`src/rtl/mode_mod_counter_pkg.sv`:
```
// Shared definitions for the selectable-modulus counter family.
package counter_pkg;

  // Upper bounds for the generic table lookup helper.
  localparam int unsigned TABLE_BITS_MAX = 256;
  localparam int unsigned WIDTH_MAX      = 32;

  // Entry i (LSB-first) is the maximum count for mode i: 9, 11, 13, 15.
  localparam logic [15:0] DEFAULT_MAX_TABLE = {4'd15, 4'd13, 4'd11, 4'd9};

  localparam logic UP   = 1'b1;
  localparam logic DOWN = 1'b0;

  // Returns the table entry for idx; an out-of-range idx selects entry 0.
  function automatic logic [WIDTH_MAX-1:0] mode_max(
    input logic [TABLE_BITS_MAX-1:0] tbl,
    input int unsigned               idx,
    input int unsigned               width = 4,
    input int unsigned               modes = 4
  );
    logic [TABLE_BITS_MAX-1:0] shifted;
    logic [WIDTH_MAX-1:0]      res;
    int unsigned               sel;
    sel     = (idx < modes) ? idx : 0;
    shifted = tbl >> (sel * width);
    res     = '0;
    for (int unsigned b = 0; b < WIDTH_MAX; b++) begin
      if (b < width) res[b] = shifted[b];
    end
    return res;
  endfunction

endpackage

```
`src/rtl/mode_mod_counter_max_lut.sv`:
```
// Combinational lookup of a mode's maximum count from the packed table.
module max_lut
  import counter_pkg::*;
#(
  parameter int unsigned              WIDTH     = 4,
  parameter int unsigned              MODES     = 4,
  parameter int unsigned              MODE_W    = $clog2(MODES),
  parameter logic [MODES*WIDTH-1:0]   MAX_TABLE = DEFAULT_MAX_TABLE
) (
  input  logic [MODE_W-1:0] idx,
  output logic [WIDTH-1:0]  max_val
);

  // Table entry select; invalid indices fall back to entry 0.
  always_comb begin
    max_val = WIDTH'(mode_max(TABLE_BITS_MAX'(MAX_TABLE), 32'(idx), WIDTH, MODES));
  end

endmodule

```
`src/rtl/mode_mod_counter.sv`:
```
// Up/down counter whose modulus comes from a per-mode table. A requested
// mode change is deferred until the next wrap, load or reset so the count
// never exceeds the maximum of the mode currently in force.
module mode_mod_counter
  import counter_pkg::*;
#(
  parameter int unsigned              WIDTH     = 4,
  parameter int unsigned              MODES     = 4,
  parameter int unsigned              MODE_W    = $clog2(MODES),
  parameter logic [MODES*WIDTH-1:0]   MAX_TABLE = DEFAULT_MAX_TABLE
) (
  input  logic              clk,
  input  logic              reset,
  input  logic              en,
  input  logic              up_dn,
  input  logic              load,
  input  logic [WIDTH-1:0]  load_val,
  input  logic [MODE_W-1:0] mode,
  output logic [WIDTH-1:0]  out,
  output logic [MODE_W-1:0] active_mode,
  output logic              wrap,
  output logic              tc
);

  logic [WIDTH-1:0]  out_q, out_d;
  logic [MODE_W-1:0] mode_q, mode_d;
  logic              wrap_q, wrap_d;
  logic [WIDTH-1:0]  cur_max;   // maximum of the active mode
  logic [WIDTH-1:0]  new_max;   // maximum of the requested mode
  logic [MODE_W-1:0] sel_mode;  // requested mode, invalid values folded to 0

  max_lut #(
    .WIDTH    (WIDTH),
    .MODES    (MODES),
    .MODE_W   (MODE_W),
    .MAX_TABLE(MAX_TABLE)
  ) u_cur_lut (
    .idx    (mode_q),
    .max_val(cur_max)
  );

  max_lut #(
    .WIDTH    (WIDTH),
    .MODES    (MODES),
    .MODE_W   (MODE_W),
    .MAX_TABLE(MAX_TABLE)
  ) u_new_lut (
    .idx    (mode),
    .max_val(new_max)
  );

  // Fold out-of-range mode requests to mode 0.
  always_comb begin
    sel_mode = ({{(32-MODE_W){1'b0}}, mode} < MODES) ? mode : '0;
  end

  // Next-state: load beats count beats hold; wraps adopt the requested mode.
  always_comb begin
    out_d  = out_q;
    mode_d = mode_q;
    wrap_d = 1'b0;
    if (load) begin
      mode_d = sel_mode;
      out_d  = (load_val > new_max) ? new_max : load_val;
    end else if (en) begin
      if (up_dn == UP) begin
        if (out_q == cur_max) begin
          out_d  = '0;
          wrap_d = 1'b1;
          mode_d = sel_mode;
        end else begin
          out_d = out_q + WIDTH'(1);
        end
      end else begin
        if (out_q == '0) begin
          out_d  = new_max;
          wrap_d = 1'b1;
          mode_d = sel_mode;
        end else begin
          out_d = out_q - WIDTH'(1);
        end
      end
    end
  end

  // State register with synchronous active-low reset.
  always_ff @(posedge clk) begin
    if (!reset) begin
      out_q  <= '0;
      mode_q <= sel_mode;
      wrap_q <= 1'b0;
    end else begin
      out_q  <= out_d;
      mode_q <= mode_d;
      wrap_q <= wrap_d;
    end
  end

  // Terminal count for cascading; deliberately not gated by load.
  always_comb begin
    tc = en & ((up_dn == UP) ? (out_q == cur_max) : (out_q == '0));
  end

  assign out         = out_q;
  assign active_mode = mode_q;
  assign wrap        = wrap_q;

endmodule

```
`config.mk`:
```
export PLATFORM = sky130hd
export DESIGN_NAME = mode_mod_counter
export DESIGN_NICKNAME = d
export VERILOG_FILES = /design/src/rtl/mode_mod_counter_pkg.sv /design/src/rtl/mode_mod_counter_max_lut.sv /design/src/rtl/mode_mod_counter.sv
export SDC_FILE = /design/constraint.sdc
export NUM_CORES = 1
export LEC_CHECK = 0
export BUFFER_PORTS_ARGS = -buffer_cell sky130_fd_sc_hd__buf_2
export CORE_AREA = 2 2 39 41
export DETAILED_ROUTE_END_ITERATION = 10
export DIE_AREA = 0 0 41 43
export HOLD_SLACK_MARGIN = 0.1
export PLACE_DENSITY = 0.69
export SLEW_MARGIN = 20
export SYNTH_ARGS = -nofsm -noshare
export SYNTH_HDL_FRONTEND = slang
export SYNTH_SLANG_ARGS = --single-unit
```
`constraint.sdc`:
```
create_clock -name clk -period 2.15 [get_ports clk]
set_clock_uncertainty 0.15 [all_clocks]
set_input_delay 0.215 -clock clk [delete_from_list [all_inputs] [get_ports clk]]
set_output_delay 0.215 -clock clk [all_outputs]
set_load 0.02 [all_outputs]
```
; Yosys cells after proc, flatten, opt, wreduce, memory -nomap -nowiden
; Index checks and enable logic that the tools add are counted.
[totals]
regBits = 7
latch_bits = 0
mem_bits_rw = 0
mem_bits_ro = 0
input_bits = 11
out_inout_bits = 8
elab_cells = 35
mem_count = 0
[op_classes]
addsub = 2
n_mul = 0
div = 0
magnitude_cmp = 1
n_eq_ne = 4
shifts = 2
muxes = 16
n_bitwise = 3
reduce_logical = 4
[ops]
columns = cell, count
row1 = $shr 16x4->4 const A, 2
row2 = $mux 4, 6
row3 = $mux 2, 6
row4 = $add 4x1->4 const B, 1
row5 = $eq 4x4->1, 1
row6 = $gt 4x4->1, 1
row7 = $logic_not 4->1, 1
row8 = $mux 1, 4
row9 = $ne 4x1->1 const B, 1
row10 = $ne 4x2->1 const B, 1
row11 = $sub 4x1->4 const B, 1
row12 = $ne 3x1->1 const B, 1
row13 = $reduce_and 3->1, 1
row14 = $reduce_or 3->1, 1
row15 = $not 1->1, 2
row16 = $reduce_bool 2->1, 1
row17 = $and 1x1->1, 1

; Logic depth before layout (Yosys ltp)
; Gate-level depths: netlist of run 1.
[depth]
word_depth = 7
ltp_mapped = 6
ltp_nobuf = 6

; Modules after synthesis
; Synthesis of run 1 repeated with hierarchy kept, for this count alone.
[hier_totals]
cells_unflattened = 89
hier_area_um2 = 865.8
[by_module_without_submodules]
columns = mod, instances, cells_each, area_each_um2, seq_area_each_um2
row1 = mode_mod_counter, 1, 79, 798.3, 160.2
row2 = max_lut, 2, 5, 33.8, 0.0

; Worst setup path after synthesis of run 1
; OpenSTA, ideal clock, no wires.
[synth_timing]
path_kind = register to register
start = register out_q[0], in the netlist out[0]
end = register out_q[1], in the netlist out[1]
setup_time_ns = 0.092
t_arrival_ns = 1.643
slack_ns = 0.264
path_stages_with_launch = 7
path_buffers = 0
period_less_slack_ns = 1.886
path_cell_list = dfxtp_1 inv_1 ha_1 nor3b_1 mux2_1 o221a_2 o32ai_1
[synth_between]
elab_chain_len = 5
word_cells_on_any_way = 9
cone_classes = add/sub (2) / eq/ne (1) / mux (5) / reduce/logical (1)
[synth_rtl]
columns = item, line_no
row1 = start: declaration, mode_mod_counter.sv:25  ; logic [WIDTH-1:0] out_q, out_d;
row2 = start signal: assignment, mode_mod_counter.sv:93  ; out_q <= out_d;
row3 = $sub 4x1->4 (tied with other cells), mode_mod_counter.sv:80  ; out_d = out_q - WIDTH'(1);
row4 = "$mux 4, on equally long branches", "mode_mod_counter.sv:75, mode_mod_counter.sv:67"
row5 = $mux 4 *, mode_mod_counter.sv:66  ; if (up_dn == UP) begin
row6 = $mux 4 *, mode_mod_counter.sv:65  ; end else if (en) begin
row7 = $mux 4 *, mode_mod_counter.sv:62  ; if (load) begin
; Every way passes the cells marked *; elsewhere a longest branch is shown, timed or not. The select of a mux whose other input is x is not followed.
; A chain may end at the register's enable or synchronous reset.

; Final worst setup path of run 1
[layout_timing]
start = input mode[1]
end = register out_q[2], in the netlist out[2]
[layout_between]
elab_chain_len = 5
word_cells_on_any_way = 7
cone_classes = order compare (1) / shift (1) / mux (5)
[layout_rtl]
columns = item, line_no
row1 = start: declaration, mode_mod_counter.sv:18  ; input logic [MODE_W-1:0] mode,
row2 = $shr 16x4->4 *, mode_mod_counter_pkg.sv:25  ; shifted = tbl >> (sel * width);
row3 = "parallel branches: the longest is 3 deep, another holds $gt 4x4->1", n/a
row4 = $mux 4 *, mode_mod_counter.sv:62
; Every way passes the cells marked *. The select of a mux whose other input is x is not followed.

==> results of run 1 <==
## layer usage
| layer | global-route usage | vias up | routed length (µm) |
|---|---|---|---|
| met4 | 0.0800 | 0 | 0 |
| met2 | 0.313 | 12 | 744 |
| met1 | 0.251 | 269 | 668 |
| li1 | - | 298 | - |
| met3 | 0.0471 | 0 | 40 |
| met5 | 0 | - | 0 |
## logic make-up after synthesis
group           Yosys count  synth area share
buf+inv                  12            0.0835
compound gates           18             0.240
xor+xnor                  3            0.0462
flops                     7             0.281
simple gates             20             0.180
mux                       4            0.0813
fa+ha+maj                 4            0.0879
## worst max-delay path, delay by kind of cell
kind / cells / cell delay [ps]
AOI/OAI and AO/OA: 3 / 540
muxes: 1 / 290
adders and majority gates: 1 / 300
buffers and inverters: 3 / 700
## cell usage in the layout, fill, tap and decap left out, drive strengths merged
master,instances
a211oi,1
a21oi,3
a2bb2oi,1
a311oi,2
buf,18
clkbuf,4
dfxtp,5
dlygate4sd3,4
edfxtp,2
ha,4
inv,10
mux2,2
mux2i,2
nand2,6
nand3,1
nor2,5
nor3,4
nor3b,1
nor4,1
nor4b,1
o21ai,5
o21bai,1
o221a,1
o311a,3
o32ai,1
or3b,1
xor2,3
## repair_timing
item | in CTS | in global routing
hold endpoints to repair | 6 | 0
resized for setup | 1 | 4
endpoints found under the setup margin | 1 | 3
hold buffers | 4 | 0
## synthesized netlist by cell type
cell type	count	area, µm²
edfxtp_1	2	60.1
o32ai_1	1	8.76
a2bb2oi_1	1	8.76
mux2_4	1	15.0
nand2_1	6	22.5
o221a_2	1	11.3
dfxtp_1	5	100
xor2_1	3	26.3
a211oi_2	1	12.5
mux2_1	1	11.3
buf_2	1	5.00
nor3_1	3	15.0
nor4_1	1	6.26
inv_1	10	37.5
nor4b_1	1	8.76
ha_1	4	50.1
nor3_2	1	10.0
clkbuf_2	1	5.00
o21ai_0	5	25.0
a311oi_1	2	17.5
o21bai_1	1	7.51
mux2i_1	2	20.0
nand3_1	1	5.00
nor3b_1	1	7.51
nor2_1	5	18.8
o311a_1	3	30.0
a21oi_1	3	15.0
or3b_2	1	8.76
## stage by stage
stage	utilization	cells	TNS (ps)
after detailed placement	0.484	100	0
after floorplan	-	68	0
after global routing	0.542	108	-10.1
final	0.542	108	0
after global placement	0.484	100	0
after CTS	0.536	108	0
## registers in the layout, summed over array words and instances (netlist names)
name         cells
out              4
active_mode      2
wrap             1
## area by class of cell
type	count	area [µm²]	area share
inverter	10	37.5	0.0500
clock buffer	4	26.3	0.0350
timing repair buffer	22	130	0.173
tap	16	20.0	0.0267
sequential	7	163	0.217
multi-input combinational	49	374	0.498
## power breakdown
part / internal, µW / leakage [µW] / switching, µW
Sequential: 147 / 0.0000624 / 18.5
Clock: 70.6 / 0.0000150 / 44.3
Combinational: 62.4 / 0.000279 / 72.2
Total: 280 / 0.000356 / 135
## worst paths after layout
kind,depth (start not counted),from,end,slack [ps]
hold / removal,2,load_val[0],out[0],110
hold reg to reg,2,out[1],out[1],510
setup reg to reg,6,out[1],out[2],300
setup / recovery,8,mode[1],out[2],80
==> implementation parameters, run 1 <==
Parameter                              Value

Timing
  Headroom to the max-slew limit ... 0.782
  Tcrit/Tclk final ... 0.962
  Final count of negative-setup-slack endpoints ... 0
  Timing-limited maximum frequency ... 0.484 GHz
  Final Hold Vio Count ... 0
  Slew at the pin closest to its max-slew limit ... 327 ps
  Number of max-slew violations in the final report ... 0
  Post-route minimum period ... 2070 ps
  Final-layout worst hold slack ... 108 ps
  Final worst slack ... 82.2 ps

Layout
  Filler cell count ... 128
  Fraction of layout cells with a size suffix above 1 ... 0.326
  Final instance area ... 751 µm²
  Area growth, synth to finish ... 31.9%
  Antenna fix cells ... 0
  Number of nets in the layout ... 108

Place
  Routability-driven placement congestion ratio ... 0.829
  Post-place setup slack ... 217 ps
  Total of buffers placed on input and output ports ... 18
  Hpwl dp ... 1100 µm
  Total placed instance area ... 669 µm²

Clock network
  Depth of the CTS H-tree ... 1
  CTS Root Buffer Type ... clkbuf_4
  Number of sinks on the clock net ... 7
  Number of buffers added for setup after CTS ... 0
  Number of buffers created by CTS ... 3
  Clock-pin slew on the worst setup and hold paths ... 50 ps
  Largest buffer count on any clock path ... 2
  Clock latency on the worst-skew pair ... 240 ps
  TritonCTS clock tree ... yes

Routing
  Via-to-Cell Ratio ... 5.36
  Routed via count ... 579
  Routed wire length ... 1450 µm
  ANT nets after route ... 0
  DRC ... 0
  Initial drt markers ... 12
  Number of iterations in the first detailed-routing pass ... 4
  DR WL/cell ... 13.5 µm

Global route
  Number of global-route vias before repair ... 540
  Number of antenna violations at the first check in global routing ... 0
  Maximum number of pins on one net before global-route repair ... 11
  GR Util All Layers ... 0.199
  Global-route wire length before repair ... 2390 µm
  Grt total ovfl ... 0

Die
  Die width ... 41 µm
  Rows ... 14
  Count of boundary I/O pins ... 19
  Vertical extent of the die ... 43 µm
  Area of the die ... 1760 µm²
  Area of the placeable core ... 1380 µm²
  Initial Utilization ... 0.411

Logic synthesis
  Number of distinct library cell variants in the gate-level netlist after synthesis ... 28
  Synthesized instance count ... 68
  Post-Syn Nets ... 83
  Post-Syn Area per Cell ... 8.37 µm²
  Syn Std Cell Area ... 569 µm²
  Number of warnings issued by yosys ... 0
  Sequential area share after synthesis ... 0.281
  Post-synthesis sequential element count ... 7

Pwr
  Peak VDD IR ... 0.000328 V
  PwrDens ... 553 nW/µm²
  Total Power Consumption ... 415 µW
  Leak Pwr ... 0.000356 µW

Worst setup path
  Endpoint arrival time on the critical path ... 2040 ps
  Delay of the slowest cell on the worst path ... 520 ps
  Startpoint Class ... input pin
  Cell chain of the critical path ... dlygate4sd3_1 > buf_2 > inv_1 > ha_1 > a21oi_1 > a311oi_2 > mux2i_1 > a211oi_2
  Sort of element at the end of the critical path ... flip-flop
  Worst-path cell with the longest stage delay ... dlygate4sd3_1
  Worst-path maximum fanout ... 4
  Data required time of the worst path ... 2120 ps
  WS Path Type ... input pin to flip-flop

Run status
  Result of the run ... finished, final reports clean

Min path
  Min-delay worst type ... input pin to flip-flop

Run
  Maximum capacitance violations ... 0
(Power assumes the default switching activity.)
==> inputs of run 2 (changes only) <==
REMOVE_ABC_BUFFERS = 1   (was unset)
==> run 2 against run 1 <==
Against the previous run: combinational power up 4%; register-to-register slack got worse by 30 ps; routed wire length rose by 3.2%; cell area grew 2.0%; highest routed layer is now met4; sequential cell count is the same; critical path depth is the same; sequential share of layout area is 0.75 points lower; count of clock-buffer cells in the layout stayed put; power grew 2.5%; non-clock buffer count grew 2.
==> implementation parameters, run 2 (synthesis results as in run 1) <==
Parameter                              Value

Timing
  Total negative slack for setup checks ... 0 ps (unchanged)
  Headroom to the max-slew limit ... 0.791 (+0.00964)
  Number of max-slew violations in the final report ... 0 (unchanged)
  Slew at the pin closest to its max-slew limit ... 313 ps (-14.0 ps)
  Setup repair after global routing missed its margin ... false
  Final count of negative-setup-slack endpoints ... 0 (unchanged)
  Final-layout worst hold slack ... 180 ps (+72.5 ps)
  Timing-limited maximum frequency ... 0.490 GHz (+1.4%)
  Post-route minimum period ... 2040 ps (-28.4 ps)
  Tcrit/Tclk final ... 0.949 (-0.0132)
  Final Hold Vio Count ... 0 (unchanged)

Pwr
  Leak Pwr ... 0.000365 µW (+2.5%)
  Share of total power in combinational logic ... 0.331 (+0.007)
  Net Sw Frac ... 0.335 (+0.00987)
  Peak VDD IR ... 0.000344 V (+4.9%)
  Clock group share of total power ... 0.291 (+0.014)
  Net switching power ... 143 µW (+5.6%)
  Flop pwr share ... 0.377 (-0.022)
  PwrDens ... 556 nW/µm² (+0.51%)
  P_int ... 283 µW (+1.0%)

Clock network
  Number of sinks on the clock net ... 7 (unchanged)
  TritonCTS clock tree ... yes
  Clock latency on the worst-skew pair ... 260 ps (+20 ps)
  Depth of the CTS H-tree ... 1 (unchanged)
  Clock-pin slew on the worst setup and hold paths ... 50 ps (about the same)
  CTS Root Buffer Type ... clkbuf_4
  Number of buffers created by CTS ... 3 (unchanged)
  Largest buffer count on any clock path ... 2 (unchanged)

Die
  Die width ... 41 µm (unchanged)
  Initial Utilization ... 0.411 (unchanged)
  Vertical extent of the die ... 43 µm (unchanged)
  Area of the placeable core ... 1380 µm² (unchanged)
  Area of the die ... 1760 µm² (unchanged)
  Count of boundary I/O pins ... 19 (unchanged)
  Rows ... 14 (unchanged)

Routing
  ANT nets after route ... 0 (unchanged)
  Number of iterations in the first detailed-routing pass ... 5 (+1)
  DRC ... 0 (unchanged)
  Routed wire length ... 1500 µm (+3.2%)
  Initial drt markers ... 16 (+4)
  Routed via count ... 597 (+3.1%)
  Via-to-Cell Ratio ... 5.43 (+1.2%)
  DR WL/cell ... 13.6 µm (+1.4%)

Worst setup path
  Data required time of the worst path ... 2150 ps (+30 ps)
  Sort of element at the end of the critical path ... flip-flop
  Critical path startpoint ... mode[1]
  Startpoint Class ... input pin
  Cell depth of the worst flop-to-flop path ... 6 (unchanged)
  Worst reg2reg setup slack ... 270 ps (-30 ps)
  Worst-path maximum fanout ... 4 (unchanged)
  WS Path Type ... input pin to flip-flop
  Destination of the worst register-to-register timing path ... out[2]
  Launching point of the worst reg2reg path ... out[1]
  Endpoint arrival time on the critical path ... 2040 ps (about the same)
  Timing endpoint of the critical path ... out[2]

Global route
  Number of global-route vias before repair ... 514 (-4.8%)
  Number of antenna violations at the first check in global routing ... 0 (unchanged)
  Maximum number of pins on one net before global-route repair ... 11 (unchanged)
  GR Util All Layers ... 0.194 (-0.00526)
  Global-route wire length before repair ... 2220 µm (-7.0%)
  Grt total ovfl ... 0 (unchanged)

Min path
  Min-delay worst type ... input pin to flip-flop

Place
  Routability-driven placement congestion ratio ... 0.773 (-6.8%)
  Total of buffers placed on input and output ports ... 18 (unchanged)
  Hpwl dp ... 1140 µm (+3.3%)

Run status
  Result of the run ... finished, final reports clean

Run
  Maximum capacitance violations ... 0 (unchanged)

Layout
  Area growth, synth to finish ... 34.5%
  Number of nets in the layout ... 110 (+1.9%)
  Most frequent cells in the layout ... 18 x buf_2, 10 x inv_1, 6 x nand2_1
  Fraction of layout cells with a size suffix above 1 ... 0.309 (-0.0176)
  Antenna fix cells ... 0 (unchanged)
  Filler cell count ... 146 (+14%)
  Most common cell after layout, fill and taps aside ... buf_2
  Max FFs per register ... 4 (unchanged)
run 2: cell types whose count changed in the layout (fill, tap and decap cells not counted):
cell,before,now
dfxtp_1,3,5
dlygate4sd3_1,4,5
buf_4,0,1
dfxtp_2,2,0
run 2: layout make-up:
type | count | area, µm² | area share
Timing Repair Buffer | 24 | 148 | 0.193
Clock buffer | 4 | 26.3 | 0.0343
Sequential cell | 7 | 160 | 0.209
Inverter | 10 | 37.5 | 0.0490
Tap cell | 16 | 20.0 | 0.0261
Multi-Input combinational cell | 49 | 374 | 0.489
run 2: worst min-delay path by stage:
stage / startpoint / endpoint / slack [ps] / cells past startpoint
global placement: mode[0] / active_mode[0] / 280 / 1
finish: load_val[1] / out[1] / 180 / 3
CTS: load_val[1] / out[1] / 180 / 3
global route: load_val[1] / out[1] / 200 / 3
floorplan: load / wrap / 140 / 1
detailed placement: mode[0] / active_mode[0] / 290 / 1
run 2: metrics by stage:
stage                     std cells   util  setup WS (ps)  instance area (µm²)  total power [µW]
after floorplan                  66      -            264                  559               247
after global placement          101  0.489            267                  677               290
after detailed placement        101  0.489            273                  677               293
after CTS                       110  0.544           7.92                  753               421
after global routing            110  0.553           19.5                  766               446
final                           110  0.553            111                  766               426
run 2: what timing repair did:
item	4_1_cts	5_1_grt
setup buffers	0	0
endpoints found under the setup margin	0	3
hold endpoints to repair	6	0
resized for setup	0	3
hold buffers	5	0
run 2: routing by layer:
metal  vias to the layer above  track usage  wire length, µm
met3                         4       0.0314               65
met1                       274        0.220              620
met5                         -            0                0
met4                         0        0.140               51
met2                        19        0.306              764
li1                        300            -                -
run 2: power groups by stage:
| stage | clock (µW) | combinational [µW] | sequential, µW |
|---|---|---|---|
| 3_5_place_dp | 0 | 130 | 163 |
| 3_3_place_gp | 0 | 127 | 163 |
| 4_1_cts | 123 | 138 | 160 |
| 2_1_floorplan | 0 | 72.0 | 175 |
| 5_1_grt | 129 | 154 | 163 |
| 6_report | 124 | 141 | 161 |
run 2: worst max-delay path, stage by stage:
cell,delay (ps)
dlygate4sd3_1,520
buf_2,140
inv_1,50
ha_1,300
a21oi_1,90
a311oi_2,340
mux2i_1,280
a211oi_2,100
